==> config.mk <==
export PLATFORM = sky130hd
export DESIGN_NAME = param_memory
export DESIGN_NICKNAME = d
export VERILOG_FILES = /design/src/rtl/param_memory_pkg.sv /design/src/rtl/param_memory_array.sv /design/src/rtl/param_memory.sv
export SDC_FILE = /design/constraint.sdc
export NUM_CORES = 1
export LEC_CHECK = 0
export CAP_MARGIN = 20
export CORE_MARGIN = 2
export CORE_UTILIZATION = 42
export DETAILED_ROUTE_END_ITERATION = 16
export SETUP_SLACK_MARGIN = 0.3
export SYNTH_ARGS = -nofsm -noshare
export SYNTH_HDL_FRONTEND = slang
export SYNTH_SLANG_ARGS = --single-unit
export TNS_END_PERCENT = 10
==> constraint.sdc <==
create_clock -name clk -period 7.5 [get_ports clk]
set_clock_uncertainty 0.1 [all_clocks]
set_input_delay 2.25 -clock clk [delete_from_list [all_inputs] [get_ports clk]]
set_output_delay 2.25 -clock clk [all_outputs]
set_load 0.03 [all_outputs]
==> src/rtl/param_memory_pkg.sv <==
// Shared types, default geometry and helpers for param_memory.
// Contents:
//   state_t         - controller state (CLEAR while initialising, IDLE when serving)
//   DEF_*           - default width/depth constants
//   addr_in_range() - 1 when a request address selects a real word
package mem_pkg;

  typedef enum logic {CLEAR, IDLE} state_t;

  localparam int DEF_DATA_WIDTH = 8;
  localparam int DEF_ADDR_WIDTH = 5;
  localparam int DEF_DEPTH      = 32;

  function automatic logic addr_in_range(input logic [31:0] addr, input int unsigned depth);
    return addr < depth;
  endfunction

endpackage

==> src/rtl/param_memory_array.sv <==
// mem_array_sp: plain single-port storage array, synchronous write,
// registered read, no reset.
// Ports:
//   clk   - rising-edge clock
//   we    - write enable, wdata stored at addr
//   re    - read enable, rdata loads mem[addr]; otherwise rdata holds
//   addr  - word address (AW bits)
//   wdata - write data
//   rdata - registered read data
module mem_array_sp #(
  parameter  int DATA_WIDTH = 8,
  parameter  int DEPTH      = 32,
  localparam int AW         = (DEPTH > 1) ? $clog2(DEPTH) : 1
) (
  input  logic                  clk,
  input  logic                  we,
  input  logic                  re,
  input  logic [AW-1:0]         addr,
  input  logic [DATA_WIDTH-1:0] wdata,
  output logic [DATA_WIDTH-1:0] rdata
);

  logic [DATA_WIDTH-1:0] mem [DEPTH];

  always_ff @(posedge clk) begin
    if (we) mem[addr] <= wdata;
    if (re) rdata <= mem[addr];
  end

endmodule

==> src/rtl/param_memory.sv <==
// param_memory: parametrised single-port RAM behind a valid/ready request
// channel and a valid/ready response channel, one request in flight.
// After reset every word is overwritten with CLEAR_VALUE (DEPTH cycles,
// busy=1); addresses >= DEPTH answer with rsp_error=1 and rsp_rdata=0.
// Ports:
//   clk, rst_n                 - clock, async active-low reset
//   req_valid/req_ready        - request handshake
//   req_write/addr/wdata       - request payload (1 = write)
//   rsp_valid/rsp_ready        - response handshake
//   rsp_rdata/rsp_error        - read data or echoed write data, range error
//   busy                       - clear sequence running
// Build option: MEM_OUT_REG_EN adds an output pipeline stage (2-cycle latency).
module param_memory
  import mem_pkg::*;
#(
  parameter int                    DATA_WIDTH  = DEF_DATA_WIDTH,
  parameter int                    ADDR_WIDTH  = DEF_ADDR_WIDTH,
  parameter int                    DEPTH       = DEF_DEPTH,
  parameter logic [DATA_WIDTH-1:0] CLEAR_VALUE = '0
) (
  input  logic                  clk,
  input  logic                  rst_n,
  input  logic                  req_valid,
  output logic                  req_ready,
  input  logic                  req_write,
  input  logic [ADDR_WIDTH-1:0] req_addr,
  input  logic [DATA_WIDTH-1:0] req_wdata,
  output logic                  rsp_valid,
  input  logic                  rsp_ready,
  output logic [DATA_WIDTH-1:0] rsp_rdata,
  output logic                  rsp_error,
  output logic                  busy
);

  localparam int AW = (DEPTH > 1) ? $clog2(DEPTH) : 1;

  state_t                state, state_nxt;
  logic [AW-1:0]         clr_ptr;
  logic                  accept, in_range;
  logic                  arr_we, arr_re;
  logic [AW-1:0]         arr_addr;
  logic [DATA_WIDTH-1:0] arr_wdata, arr_rdata;
  logic [DATA_WIDTH-1:0] rsp_data;

  assign in_range = addr_in_range(32'(req_addr), DEPTH);
  assign busy     = (state == CLEAR);
  assign accept   = req_valid && req_ready;

  // The clear sequence and accepted requests share the single array port;
  // they never overlap because req_ready is low during CLEAR.
  always_comb begin
    state_nxt = state;
    arr_we    = 1'b0;
    arr_re    = 1'b0;
    arr_addr  = AW'(req_addr);
    arr_wdata = req_wdata;
    case (state)
      CLEAR: begin
        arr_we    = 1'b1;
        arr_addr  = clr_ptr;
        arr_wdata = CLEAR_VALUE;
        if (clr_ptr == AW'(DEPTH - 1)) state_nxt = IDLE;
      end
      IDLE: begin
        if (accept && in_range) begin
          arr_we = req_write;
          arr_re = !req_write;
        end
      end
      default: state_nxt = CLEAR;
    endcase
  end

  always_ff @(posedge clk or negedge rst_n) begin
    if (!rst_n) begin
      state   <= CLEAR;
      clr_ptr <= '0;
    end else begin
      state <= state_nxt;
      if (state == CLEAR) clr_ptr <= clr_ptr + AW'(1);
    end
  end

  mem_array_sp #(
    .DATA_WIDTH (DATA_WIDTH),
    .DEPTH      (DEPTH)
  ) u_array (
    .clk   (clk),
    .we    (arr_we),
    .re    (arr_re),
    .addr  (arr_addr),
    .wdata (arr_wdata),
    .rdata (arr_rdata)
  );

`ifdef MEM_OUT_REG_EN
  // One-deep stage between acceptance and the response register; the array
  // output is captured into rsp_data when the stage drains.
  logic                  pipe_valid, pipe_rd, pipe_err;
  logic [DATA_WIDTH-1:0] pipe_data;
  logic                  pipe_drain;

  assign req_ready  = (state == IDLE) && !pipe_valid && (!rsp_valid || rsp_ready);
  assign pipe_drain = pipe_valid && (!rsp_valid || rsp_ready);

  always_ff @(posedge clk or negedge rst_n) begin
    if (!rst_n) begin
      pipe_valid <= 1'b0;
      pipe_rd    <= 1'b0;
      pipe_err   <= 1'b0;
      pipe_data  <= '0;
    end else if (accept) begin
      pipe_valid <= 1'b1;
      pipe_rd    <= in_range && !req_write;
      pipe_err   <= !in_range;
      pipe_data  <= (in_range && req_write) ? req_wdata : '0;
    end else if (pipe_drain) begin
      pipe_valid <= 1'b0;
    end
  end

  always_ff @(posedge clk or negedge rst_n) begin
    if (!rst_n) begin
      rsp_valid <= 1'b0;
      rsp_error <= 1'b0;
      rsp_data  <= '0;
    end else if (pipe_drain) begin
      rsp_valid <= 1'b1;
      rsp_error <= pipe_err;
      rsp_data  <= pipe_rd ? arr_rdata : pipe_data;
    end else if (rsp_ready) begin
      rsp_valid <= 1'b0;
    end
  end

  assign rsp_rdata = rsp_data;
`else
  // Read data comes straight from the array's registered output; it holds
  // because the array only reads on an accepted read.
  logic rsp_rd;

  assign req_ready = (state == IDLE) && (!rsp_valid || rsp_ready);

  always_ff @(posedge clk or negedge rst_n) begin
    if (!rst_n) begin
      rsp_valid <= 1'b0;
      rsp_error <= 1'b0;
      rsp_rd    <= 1'b0;
      rsp_data  <= '0;
    end else if (accept) begin
      rsp_valid <= 1'b1;
      rsp_error <= !in_range;
      rsp_rd    <= in_range && !req_write;
      rsp_data  <= (in_range && req_write) ? req_wdata : '0;
    end else if (rsp_ready) begin
      rsp_valid <= 1'b0;
    end
  end

  assign rsp_rdata = rsp_rd ? arr_rdata : rsp_data;
`endif

endmodule

# Word level (Yosys, flattened, before mapping)
# Memory sizes are Yosys's and may differ from the RTL's. A register that Yosys moved wholly into a read port is not among the register bits.
# Cells that the tools add are included.
[word_totals] reg_bits=16 ramBits=256 input_bits=18 out_inout_bits=12 elab_cells=29 memories=1
[op_classes] n_addsub=1 eq_ne=1 n_mux=14 bitwise=1 reduce_logical=6
[memory_table] name="u_array.mem" words=32 width=8 read_ports=1 rd_ports_with_merged_regs=1 wr=1 line_no="param_memory_array.sv:23" source="logic [DATA_WIDTH-1:0] mem [DEPTH];"
[op_table] cell="$mux 8" count=3
[op_table] cell="$mux 1" count=9
[op_table] cell="$add 5x1->5 const B" count=1
[op_table] cell="$eq 5x5->1 const B" count=1
[op_table] cell="$mux 5" count=1
[op_table] cell="$logic_and 1x1->1" count=2
[op_table] cell="$logic_not 1->1" count=2
[op_table] cell="$pmux 1 s2" count=1
[op_table] cell="$reduce_bool 2->1" count=1
[op_table] cell="$logic_or 1x1->1" count=1
[op_table] cell="$not 1->1" count=1

# Logic depth before layout (Yosys ltp)
# Gate-level depths: netlist (run 1).
[depth] word_depth=8 ltp_mapped=9 mapped_depth_nobuf=5

# Hierarchy
# From an unflattened synthesis (run 1), not the netlist that was laid out.
[unflattened] hier_cells=673 area_unflattened_um2=11212.0
[modules_own_cells] mod="mem_array_sp" instances=1 cells_per_inst=576 area_each_um2=10286.1 seq_area_each_um2=7927.6
[modules_own_cells] mod="param_memory" instances=1 cells_per_inst=97 area_each_um2=925.9 seq_area_each_um2=400.4

# Worst setup path before layout (run 1)
# No wires, ideal clock.
[synth_timing] kind="input to output" start="in rsp_ready" end="out req_ready" arrival_time_ps=2709 required_ps=5150 setup_slack_ps=2441 cell_stages=2 path_buffers=0 path_cell_list="nand2b_1 and2_1"
[synth_via] elab_chain_cells=2
[synth_lines] element="start, declared" line_no="param_memory.sv:29" source="input logic rsp_ready,"
[synth_lines] element="$logic_or 1x1->1" line_no="param_memory.sv:142" source="assign req_ready = (state == IDLE) && (!rsp_valid || rsp_ready);"
[synth_lines] element="$logic_and 1x1->1" line_no="param_memory.sv:142"
[synth_lines] element="end, declared" line_no="param_memory.sv:24" source="output logic req_ready,"
# Every way passes these cells.

# Worst setup path after layout (run 1)
# Ends and elaborated chain as after synthesis.

==> metrics.log, run 1 <==
[metrics] run status: finished clean
[metrics] Slowest Stage Delay on Critical Path: 0.69 ns
[metrics] cell types with the largest area share after synthesis: sky130_fd_sc_hd__edfxtp_1 (70%), sky130_fd_sc_hd__mux2i_1 (6.3%), sky130_fd_sc_hd__dfrtp_1 (3.6%), sky130_fd_sc_hd__nand2_1 (1.9%), sky130_fd_sc_hd__o22ai_1 (1.6%)
[metrics] final-layout fill cell count: 2,098
[metrics] Post-CTS Setup Bufs: 0
[metrics] PD cells: 254 nW/um2
[metrics] most frequent cells after synthesis: sky130_fd_sc_hd__edfxtp_1 (264), sky130_fd_sc_hd__mux2i_1 (71), sky130_fd_sc_hd__nand2_1 (58)
[metrics] DRT Pass-1 Iters: 5
[metrics] share of the synthesized area in the top cell type: 0.703
[metrics] area grow syn2layout: 13.9%
[metrics] latest clock arrival within the worst-skew pair: 0.54 ns
[metrics] CP dominant cell by count: sky130_fd_sc_hd__clkdlybuf4s50_1
[metrics] count of maximum capacitance violations: 0
[metrics] final core utilization: 0.490
[metrics] global placer's final weighted congestion: 0.902
[metrics] sort of element at the start of the critical path: input pin
[metrics] first-pass GRT wire length: roughly 40,000 um
[metrics] critical setup path kind: input pin to primary output
[metrics] total of buffers placed on input and output ports: 28
[metrics] CTS Hold Buffers Added: 0
[metrics] vias per inst: 5.83
[metrics] fin crit share: 0.810
[metrics] vias in the first global route: approximately 6,400
[metrics] worst-case clock buffer depth: 3
[metrics] share of synthesized registers carrying an async set or reset: 0.0571
[metrics] # setup viols final: 0
[metrics] minimum setup slack after placement: 1.44 ns
[metrics] total instance count after detailed placement: 1,054
[metrics] total number of vias: 6,435
[metrics] most area-hungry cell type in the Yosys netlist: sky130_fd_sc_hd__edfxtp_1
[metrics] number of register bits inferred by synthesis: 280
[metrics] area of the multi-input gates: 2790 um2
[metrics] routed wire length: 26,600 um
[metrics] Die Wd: 168 um
[metrics] fin worst setup slack: ~1.4 ns
[metrics] leakage power summed over all cells: roughly 4.4 nW
[metrics] pin slew with the least headroom to its limit: around 1.1 ns
[metrics] Worst Hold Path EP: rsp_data[4]
[metrics] total global-route track usage: 0.189
[metrics] syn nets: 734
[metrics] minimum clock period after layout: 6.08 ns
[metrics] number of nets at the end of the flow: 770
[metrics] standard-cell row count: 59
[metrics] Register-to-Register Setup Slack: between 3 and 4 ns
[metrics] final design instance area without fill: 12,800 um2
[metrics] number of diodes added for antenna fixing: 0
[metrics] final hold vios: 0
[metrics] standard cell core area: 26,200 um2
[metrics] dominant delay contributor by cell family on the critical path: buffers and inverters
[metrics] worst flop-to-flop path endpoint: u_array.rdata[5]
[metrics] required time at the worst-slack endpoint: just over 5 ns
[metrics] Hold/Removal Path Class: flop to flop
[metrics] critical register-to-register path startpoint: state
[metrics] Max stage delay cell, worst path: sky130_fd_sc_hd__clkdlybuf4s50_1
[metrics] CTS H-tree depth: 1
[metrics] fraction of layout cells with a size suffix above 1: 0.0936
[metrics] prevailing post-synth register cell: sky130_fd_sc_hd__edfxtp_1
[metrics] WP data arrival: roughly 3.7 ns
[metrics] Synth Area per Inst: about 16 um2
[metrics] warning count from the yosys run: 0
[metrics] Critical Path End Type: primary output
[metrics] total half-perimeter wirelength after legalization and detailed placement: 17,600 um
[metrics] distinct cell type count of the synthesized netlist: 53
[metrics] IR Drop Worst-Case VDD: 0.000183 V
[metrics] cell area after technology mapping: 11,300 um2
[metrics] critical-path cell list: clkdlybuf4s50_1, nand2b_1, and2_1, clkdlybuf4s50_1
[metrics] drt drc: 0
[metrics] post-route total power: between 3 and 4 mW
[metrics] number of pins exceeding their max-slew limit in the final report: 0
[metrics] number of buffers inserted during clock tree synthesis: 28
[metrics] Cells after Synth: 714
[metrics] first-iteration detailed-routing DRC count: approximately 950
[metrics] crit-path max FO: 4
[metrics] antenna-violating nets left: 0
[metrics] grt total ovfl: 0
[metrics] proportion of synthesized chip area in sequential cells: 0.739
[metrics] summed negative setup slack over all endpoints: 0 ns
[metrics] height of the chip: 168 um
[metrics] DP Area: 11,900 um2
[metrics] maximum clock rate: 0.165 GHz
[metrics] area taken by flip-flops and latches: 8330 um2
[metrics] CTS tree: yes
[metrics] cell with the most instances after synthesis: sky130_fd_sc_hd__edfxtp_1
[metrics] number of gates resized after CTS: 0
[metrics] largest net degree at the start of global routing: roughly 70
[metrics] count of buffering cells on the critical path with inverters included: 2
[metrics] minimum hold slack: 0.389 ns
[metrics] clk root buf: sky130_fd_sc_hd__clkbuf_16
[metrics] Non-Filler Instances: 1,104
[metrics] remaining max-slew budget at the tightest pin: 0.264
[metrics] overall die area: ~28,000 um2
[metrics] initial antenna violation count: 0
[metrics] number of primary I/O pins: 30
[metrics] number of flops mapped to enable cells by yosys: 264
[metrics] detailed-route wire length per cell: 24.1 um
[metrics] clock edge transition at the registers on the reported setup and hold paths: 0.06 ns
[metrics] RSZ-0062 raised after global routing: no
[metrics] origin of the worst min-delay path: rsp_data[4]
[metrics] length in cells of the worst reg-to-reg path: 6
[metrics] Cells on Worst Hold Path: 2
[metrics] total clock sinks: 280
[metrics] effective utilization at floorplan: 0.430
[metrics] WP depth: 4
-- placed cells by master, fill, tap and decap left out, drive strengths merged, types with 3 or more instances in the layout --
master	n
a2111o	5
or3	5
dfrtp	16
nand2	58
nor3	3
a21oi	27
nor4bb	6
o22ai	29
nor4	8
or4	9
mux4	3
and4b	3
clkinv	10
nor4b	4
nand3b	3
clkbuf	32
a22oi	22
o32ai	7
nor2	42
clkinvlp	4
a2bb2oi	5
mux2i	72
buf	11
o21ai	21
o21a	5
clkdlybuf4s50	28
and2	10
a21boi	15
mux2	12
edfxtp	264
-- worst min-delay path, delay by kind of cell, from the launching register on --
| family | cells | cell delay [ns] |
|---|---|---|
| AOI/OAI and AO/OA | 1 | 0.06 |
| DFF | 1 | 0.35 |
| and+or+nand+nor | 1 | 0.05 |
-- cells by family (layout without fill, tap and decap cells) --
logic type | Yosys count | after routing | share of synthesized area
mux | 87 | 87 | 0.0829
compound gates | 141 | 141 | 0.0832
buf+inv | 34 | 89 | 0.0139
flops | 280 | 280 | 0.739
other cells | 1 | 1 | 0.000333
simple gates | 166 | 166 | 0.0762
xor+xnor | 3 | 3 | 0.00233
fa+ha+maj | 2 | 2 | 0.00222
-- per-layer routing --
metal,global-route usage,part of all wire
met3,0.0329,0.071
met4,0.0578,0.026
met2,0.302,0.47
met1,0.268,0.43
met5,0,0
-- how the worst max path moves through the flow --
| stage | end | startpoint | slack (ns) |
|---|---|---|---|
| floorplan | req_ready | rsp_ready | 2.44 |
| global placement | req_ready | rsp_ready | 1.44 |
| detailed placement | req_ready | rsp_ready | 1.44 |
| CTS | req_ready | rsp_ready | 1.43 |
| global route | req_ready | rsp_ready | 1.38 |
| finish | req_ready | rsp_ready | 1.42 |
-- layout make-up --
| class | count | area share |
|---|---|---|
| inverter | 1 | 0.000292 |
| timing repair buffer | 39 | 0.0329 |
| multi-input combinational | 400 | 0.217 |
| sequential | 280 | 0.649 |
| clock inverter | 17 | 0.0126 |
| tap | 335 | 0.0327 |
| clock buffer | 32 | 0.0558 |
-- power breakdown --
group | switching [mW] | internal [mW] | leakage (nW) | total [mW]
logic | 0.123 | 0.0708 | 1.37 | 0.194
clock network | 0.574 | 0.755 | 0.418 | 1.33
registers | 0.00879 | 1.72 | 2.58 | 1.73
-- state kept, by name, indices dropped and copies added, names as in the netlist --
register,cells
clr_ptr,5
rsp_data,8
rsp_rd,1
rsp_valid,1
state,1
u_array.mem,256
u_array.rdata,8
Note: power is estimated with default switching activity, not from simulation.
==> run 2, diff against run 1 <==
==> constraint.sdc (replaced) <==
create_clock -name clk -period 6.3 [get_ports clk]
set_clock_uncertainty 0.1 [all_clocks]
set_input_delay 1.89 -clock clk [delete_from_list [all_inputs] [get_ports clk]]
set_output_delay 1.89 -clock clk [all_outputs]
set_load 0.03 [all_outputs]
==> run 2 against run 1 <==
Compared with the run above:
- sequential power is 19% higher
- final area hardly changed
- die area is the same
- worst setup slack worse by 0.48 ns
- critical path depth is the same
- power grew 19%
- flip-flop and latch count unchanged
- global-route usage increased by 0.42 points
- first-iteration DRC count decreased by 16%
- sequential share of layout area hardly changed
- register-to-register slack lost 0.89 ns
- critical endpoint unchanged
- highest routed layer unchanged
==> metrics.log, run 2 (synthesized netlist as in run 1, its figures left out) <==
[metrics] run status: finished clean
[metrics] Register-to-Register Setup Slack: 2.60 ns (-0.89 ns)
[metrics] crit-path max FO: 4 (unchanged)
[metrics] first-iteration detailed-routing DRC count: 798 (-16%)
[metrics] clock edge transition at the registers on the reported setup and hold paths: 0.06 ns (about the same)
[metrics] worst flop-to-flop path endpoint: u_array.rdata[5]
[metrics] DRT Pass-1 Iters: 5 (unchanged)
[metrics] M1 GR Usage: 0.276 (+0.00734)
[metrics] number of buffers inserted during clock tree synthesis: 29 (+3.6%)
[metrics] Pint: 3.05 mW (+20%)
[metrics] initial antenna violation count: 1 (+1)
[metrics] final hold vios: 0 (unchanged)
[metrics] global routing met2 resource utilization: 0.315 (+0.0135)
[metrics] clock group share of total power: 0.408 (about the same)
[metrics] Max stage delay cell, worst path: sky130_fd_sc_hd__clkdlybuf4s50_1
[metrics] standard-cell row count: 59 (unchanged)
[metrics] CP dominant cell by count: sky130_fd_sc_hd__clkdlybuf4s50_1
[metrics] global placer's final weighted congestion: 0.847 (-6.1%)
[metrics] final core utilization: 0.490 (about the same)
[metrics] Hold/Removal Path Class: flop to flop
[metrics] Post-CTS Setup Bufs: 0 (unchanged)
[metrics] leading registers by flop count: u_array.mem: 256 flops, rsp_data: 8 flops, u_array.rdata: 8 flops
[metrics] Slowest Stage Delay on Critical Path: 0.69 ns (about the same)
[metrics] required time at the worst-slack endpoint: 4.31 ns (-0.84 ns)
[metrics] critical register-to-register path startpoint: state
[metrics] remaining max-slew budget at the tightest pin: 0.299 (+0.0350)
[metrics] critical-path cell list: clkdlybuf4s50_1, nand2b_1, and2_1, clkdlybuf4s50_1
[metrics] largest net degree at the start of global routing: 47 (-31%)
[metrics] grt total ovfl: 0 (unchanged)
[metrics] net switching power figure: 824 uW (+17%)
[metrics] overall die area: 28,200 um2 (unchanged)
[metrics] total of buffers placed on input and output ports: 28 (unchanged)
[metrics] CTS tree: yes
[metrics] effective utilization at floorplan: 0.430 (unchanged)
[metrics] Worst Hold Path EP: rsp_data[4]
[metrics] top library cells by usage in the layout, fill and taps aside: sky130_fd_sc_hd__edfxtp_1 (264), sky130_fd_sc_hd__mux2i_1 (71), sky130_fd_sc_hd__nand2_1 (58)
[metrics] clk root buf: sky130_fd_sc_hd__clkbuf_16
[metrics] Net Sw Frac: 0.213 (-0.00408)
[metrics] WP data arrival: 3.37 ns (-0.36 ns)
[metrics] leakage power summed over all cells: 4.39 nW (+0.47%)
[metrics] number of gates resized after CTS: 0 (unchanged)
[metrics] number of diodes added for antenna fixing: 0 (unchanged)
[metrics] fin crit share: 0.850
[metrics] count of maximum capacitance violations: 0 (unchanged)
[metrics] routed wire length: 27,100 um (+1.8%)
[metrics] origin of the worst min-delay path: rsp_data[4]
[metrics] share of power burned in registers: 0.533 (about the same)
[metrics] antenna-violating nets left: 0 (unchanged)
[metrics] vias in the first global route: 6,408 (+0.72%)
[metrics] critical setup path kind: input pin to primary output
[metrics] most common library cell in the layout ignoring fill and taps: sky130_fd_sc_hd__edfxtp_1
[metrics] Die Wd: 168 um (unchanged)
[metrics] drt drc: 0 (unchanged)
[metrics] CTS Hold Buffers Added: 0 (unchanged)
[metrics] flip-flop count of the largest register after layout: 256 (unchanged)
[metrics] length in cells of the worst reg-to-reg path: 6 (unchanged)
[metrics] IR Drop Worst-Case VDD: 0.000212 V (+16%)
[metrics] Cells on Worst Hold Path: 2 (unchanged)
[metrics] Critical Path End Type: primary output
[metrics] area of the multi-input gates: 2790 um2 (unchanged)
[metrics] latest clock arrival within the worst-skew pair: 0.54 ns (about the same)
[metrics] pin slew with the least headroom to its limit: 1.05 ns (-0.0564 ns)
[metrics] area taken by flip-flops and latches: 8330 um2 (unchanged)
[metrics] total clock sinks: 280 (unchanged)
[metrics] detailed-route wire length per cell: 24.4 um (+1.3%)
[metrics] Non-Filler Instances: 1,110 (+0.54%)
[metrics] PD cells: 302 nW/um2 (+19%)
[metrics] RSZ-0062 raised after global routing: no
[metrics] total global-route track usage: 0.194 (+0.00416)
[metrics] # setup viols final: 0 (unchanged)
[metrics] total number of vias: 6,454 (+0.30%)
[metrics] minimum clock period after layout: ~5.4 ns
[metrics] worst-case clock buffer depth: 3 (unchanged)
[metrics] fraction of layout cells with a size suffix above 1: 0.0942 (+0.000565)
[metrics] number of primary I/O pins: 30 (unchanged)
[metrics] minimum setup slack after placement: 0.953 ns (-0.485 ns)
[metrics] summed negative setup slack over all endpoints: 0 ns (unchanged)
[metrics] total instance count after detailed placement: 1,056 (+0.19%)
[metrics] number of nets at the end of the flow: 773 (+0.39%)
[metrics] share of power burned in combinational logic: 0.059 (about the same)
[metrics] sort of element at the start of the critical path: input pin
[metrics] height of the chip: 168 um (unchanged)
[metrics] first-pass GRT wire length: 40,700 um (+1.9%)
[metrics] final-layout fill cell count: 2,158 (+2.9%)
[metrics] maximum clock rate: roughly 0.19 GHz
[metrics] area grow syn2layout: 13.9% (about the same)
[metrics] number of pins exceeding their max-slew limit in the final report: 0 (unchanged)
[metrics] fin worst setup slack: 0.944 ns (-0.478 ns)
[metrics] vias per inst: 5.81 (-0.25%)
[metrics] largest reg by FF count: u_array.mem
[metrics] total half-perimeter wirelength after legalization and detailed placement: 17,700 um (+0.91%)
[metrics] CTS H-tree depth: 1 (unchanged)
[metrics] standard cell core area: 26,200 um2 (unchanged)
[metrics] highest-utilization routing layer at the global route stage: met2
[metrics] global routing usage on met3: 0.0310 (-0.00188)
run 2: cell count changes in the layout (fill, tap and decap cells not counted), sizes merged:
cell / previous run / this run
buf: 11 / 12
clkinv: 10 / 18
clkinvlp: 4 / 1
run 2: power by group through the flow:
stage	Clock [mW]	Sequential, mW	Combinational, mW
4_1_cts	1.60	2.06	0.228
6_report	1.58	2.06	0.230
5_1_grt	1.69	2.06	0.246
2_1_floorplan	0	2.10	0.135
3_3_place_gp	0	2.10	0.221
3_5_place_dp	0	2.10	0.228
run 2: how the worst max path moves through the flow:
stage | endpoint | cells after the start | start | slack, ns
after CTS | req_ready | 4 | rsp_ready | 0.94
final | req_ready | 4 | rsp_ready | 0.94
after floorplan | req_ready | 2 | rsp_ready | 1.96
after detailed placement | req_ready | 4 | rsp_ready | 0.95
after global placement | req_ready | 4 | rsp_ready | 0.96
after global routing | req_ready | 4 | rsp_ready | 0.90
run 2: worst max-delay path, delay by kind of cell:
kind | cells | cell delay [ns]
buffers and inverters | 2 | 1.13
and+or+nand+nor | 2 | 0.34
run 2: per-layer routing:
layer | routed length (um) | part of all wire
met1 | 12000 | 0.44
met2 | 12800 | 0.47
met3 | 1800 | 0.066
met4 | 497 | 0.018
met5 | 0 | 0
run 2: cell type report:
type | count | share of cell area
inverter | 1 | 0.000292
tap | 335 | 0.0327
clock buffer | 31 | 0.0571
clock inverter | 22 | 0.0119
sequential | 280 | 0.649
timing repair buffer | 41 | 0.0324
multi-input combinational | 400 | 0.217
run 2: metrics by stage:
step                      power [mW]  cell area [um2]  hold slack (ns)
after detailed placement        2.33            11900            0.379
after global placement          2.32            11900            0.365
after CTS                       3.90            12800            0.392
final                           3.88            12800            0.387
after global routing            4.00            12800            0.416
after floorplan                 2.23            11300            0.346
==> run 3, diff against run 2 <==
--- a/config.mk
+++ b/config.mk
@@ -7,7 +7,8 @@
 export LEC_CHECK = 0
 export CAP_MARGIN = 20
 export CORE_MARGIN = 2
-export CORE_UTILIZATION = 42
+export CORE_UTILIZATION = 40
+export CTS_CLUSTER_DIAMETER = 40
 export DETAILED_ROUTE_END_ITERATION = 16
 export SETUP_SLACK_MARGIN = 0.3
 export SYNTH_ARGS = -nofsm -noshare
==> constraint.sdc (replaced) <==
create_clock -name clk -period 6.8 [get_ports clk]
set_clock_uncertainty 0.1 [all_clocks]
set_input_delay 2.04 -clock clk [delete_from_list [all_inputs] [get_ports clk]]
set_output_delay 2.04 -clock clk [all_outputs]
set_load 0.03 [all_outputs]
==> run 3 against run 2 <==
Compared with the run above:
- die area increased by 4.9%
- largest cell class unchanged
- critical path depth unchanged
- non-clock buffer count unchanged
- wire length increased by 0.73%
- first-iteration DRC count decreased by 18%
- final area increased by 2.8%
- final cell count increased by 5.0%
==> metrics.log, run 3 (synthesized netlist as in run 1, its figures left out) <==
[metrics] area grow syn2layout: 17.1%
[metrics] net switching power figure: 877 uW (+6.4%)
[metrics] worst-case clock buffer depth: 3 (unchanged)
[metrics] total global-route track usage: 0.189 (-0.00463)
[metrics] fin crit share: 0.834
[metrics] Hold/Removal Path Class: flop to flop
[metrics] antenna-violating nets left: 0 (unchanged)
[metrics] global placer's final weighted congestion: 0.857 (+1.2%)
[metrics] WP data arrival: 3.53 ns (+0.16 ns)
[metrics] largest net degree at the start of global routing: 51 (+8.5%)
[metrics] # setup viols final: 0 (unchanged)
[metrics] minimum clock period after layout: 5.67 ns
[metrics] final-layout fill cell count: 2,374 (+10%)
[metrics] leakage power summed over all cells: 4.53 nW (+3.2%)
[metrics] CTS tree: yes
[metrics] clock edge transition at the registers on the reported setup and hold paths: 0.06 ns (about the same)
[metrics] most common library cell in the layout ignoring fill and taps: sky130_fd_sc_hd__edfxtp_1
[metrics] Pint: 3.09 mW (+1.2%)
[metrics] IR Drop Worst-Case VDD: 0.000200 V (-5.6%)
[metrics] clock group share of total power: 0.464 (+0.056)
[metrics] final hold vios: 0 (unchanged)
[metrics] largest reg by FF count: u_array.mem
[metrics] length in cells of the worst reg-to-reg path: 7 (+1)
[metrics] overall die area: 29,500 um2 (+4.9%)
[metrics] CP dominant cell by count: sky130_fd_sc_hd__clkdlybuf4s50_1
[metrics] Post-CTS Setup Bufs: 0 (unchanged)
[metrics] Max stage delay cell, worst path: sky130_fd_sc_hd__clkdlybuf4s50_1
[metrics] number of primary I/O pins: 30 (unchanged)
[metrics] drt drc: 0 (unchanged)
[metrics] RSZ-0062 raised after global routing: no
[metrics] number of gates resized after CTS: 0 (unchanged)
[metrics] share of power burned in combinational logic: 0.054 (-0.005)
[metrics] top library cells by usage in the layout, fill and taps aside: sky130_fd_sc_hd__edfxtp_1 (264), sky130_fd_sc_hd__mux2i_1 (71), sky130_fd_sc_hd__nand2_1 (58)
[metrics] Die Wd: 172 um (+2.4%)
[metrics] required time at the worst-slack endpoint: 4.66 ns (+0.35 ns)
[metrics] vias in the first global route: 6,576 (+2.6%)
[metrics] number of buffers inserted during clock tree synthesis: 35 (+21%)
[metrics] effective utilization at floorplan: 0.406 (-0.0244)
[metrics] clk root buf: sky130_fd_sc_hd__clkbuf_16
[metrics] critical-path cell list: clkdlybuf4s50_1, nand2b_1, and2_1, clkdlybuf4s50_1
[metrics] critical setup path kind: input pin to primary output
[metrics] total of buffers placed on input and output ports: 28 (unchanged)
[metrics] PD cells: 300 nW/um2 (-0.52%)
[metrics] Critical Path End Type: primary output
[metrics] leading registers by flop count: u_array.mem: 256 flops, rsp_data: 8 flops, u_array.rdata: 8 flops
[metrics] sort of element at the start of the critical path: input pin
[metrics] summed negative setup slack over all endpoints: 0 ns (unchanged)
[metrics] crit-path max FO: 4 (unchanged)
[metrics] total clock sinks: 280 (unchanged)
[metrics] total half-perimeter wirelength after legalization and detailed placement: 17,700 um (about the same)
[metrics] latest clock arrival within the worst-skew pair: 0.52 ns (-0.02 ns)
[metrics] CTS H-tree depth: 2 (+1)
[metrics] detailed-route wire length per cell: 23.5 um (-4.0%)
[metrics] first-iteration detailed-routing DRC count: 652 (-18%)
[metrics] Net Sw Frac: 0.221 (+0.00859)
[metrics] number of nets at the end of the flow: 779 (+0.78%)
[metrics] Cells on Worst Hold Path: 2 (unchanged)
[metrics] standard-cell row count: 61 (+3.4%)
[metrics] routed wire length: 27,300 um (+0.73%)
[metrics] CTS Hold Buffers Added: 0 (unchanged)
[metrics] fraction of layout cells with a size suffix above 1: 0.116 (+0.0217)
[metrics] initial antenna violation count: 3 (+2)
[metrics] first-pass GRT wire length: 40,800 um (+0.24%)
[metrics] maximum clock rate: approximately 0.18 GHz
[metrics] height of the chip: 172 um (+2.4%)
[metrics] total number of vias: 6,588 (+2.1%)
[metrics] count of maximum capacitance violations: 0 (unchanged)
[metrics] share of power burned in registers: 0.483 (-0.050)
[metrics] grt total ovfl: 0 (unchanged)
[metrics] pin slew with the least headroom to its limit: 0.959 ns (-0.0889 ns)
[metrics] run status: finished clean
[metrics] DRT Pass-1 Iters: 5 (unchanged)
[metrics] remaining max-slew budget at the tightest pin: 0.354 (+0.0551)
[metrics] final core utilization: 0.475 (-0.0148)
[metrics] standard cell core area: 27,800 um2 (+6.0%)
[metrics] number of pins exceeding their max-slew limit in the final report: 0 (unchanged)
[metrics] vias per inst: 5.65 (-2.7%)
[metrics] flip-flop count of the largest register after layout: 256 (unchanged)
[metrics] Slowest Stage Delay on Critical Path: 0.69 ns (about the same)
[metrics] minimum hold slack: 0.406 ns (+0.0192 ns)
-- run 3: changes by cell type in the layout (fill, tap and decap cells not counted), sizes merged --
cell,before,now
diode,0,2
clkinv,18,10
clkbuf,32,41
inv,2,8
bufinv,2,3
clkinvlp,1,2
buf,12,13
-- run 3: final timing paths --
check	startpoint	end	slack [ns]
max	rsp_ready	req_ready	1.13
min	rsp_data[4]	rsp_data[4]	0.41
max reg2reg	state	u_array.rdata[7]	3.19
min reg2reg	rsp_data[4]	rsp_data[4]	0.41
max in group asynchronous	rst_n	clr_ptr[4]	4.27
min in group asynchronous	rst_n	clr_ptr[2]	1.86
-- run 3: layer usage --
metal / routed length [um] / part of all wire / track usage / vias to the layer above
li1: - / - / - / 2914
met4: 781 / 0.029 / 0.0701 / 2
met5: 9 / 0.00033 / 0 / -
met1: 11500 / 0.42 / 0.249 / 3352
met2: 12800 / 0.47 / 0.304 / 262
met3: 2180 / 0.080 / 0.0476 / 58
-- run 3: power by group through the flow --
stage	logic (mW)	clock network [mW]	registers, mW
after detailed placement	0.211	0	1.95
after CTS	0.211	1.86	1.91
final	0.212	1.84	1.91
after global placement	0.202	0	1.95
after floorplan	0.125	0	1.94
after global routing	0.227	1.93	1.91
-- run 3: worst max-delay path, delay by kind of cell --
family	cells	cell delay, ns
AND/OR/NAND/NOR	2	0.36
buffers and inverters	2	1.14
-- run 3: cell type report --
| cell class | instances | area (um2) | area share |
|---|---|---|---|
| clock inverter | 22 | 246 | 0.0187 |
| timing repair buffer | 41 | 438 | 0.0332 |
| tap | 378 | 473 | 0.0358 |
| multi-input combinational | 400 | 2790 | 0.211 |
| sequential | 280 | 8330 | 0.631 |
| inverter | 1 | 3.75 | 0.000284 |
| antenna | 2 | 5.00 | 0.000379 |
| clock buffer | 41 | 920 | 0.0697 |
-- run 3: per-stage QoR --
stage,power (mW),worst slack (ns),cells,instance area [um2]
final,3.96,1.13,1165,13200
after global routing,4.07,1.07,1163,13200
after CTS,3.99,1.13,1162,13200
after detailed placement,2.16,1.14,1099,12000
after global placement,2.15,1.15,1097,11900
after floorplan,2.07,2.16,714,11300
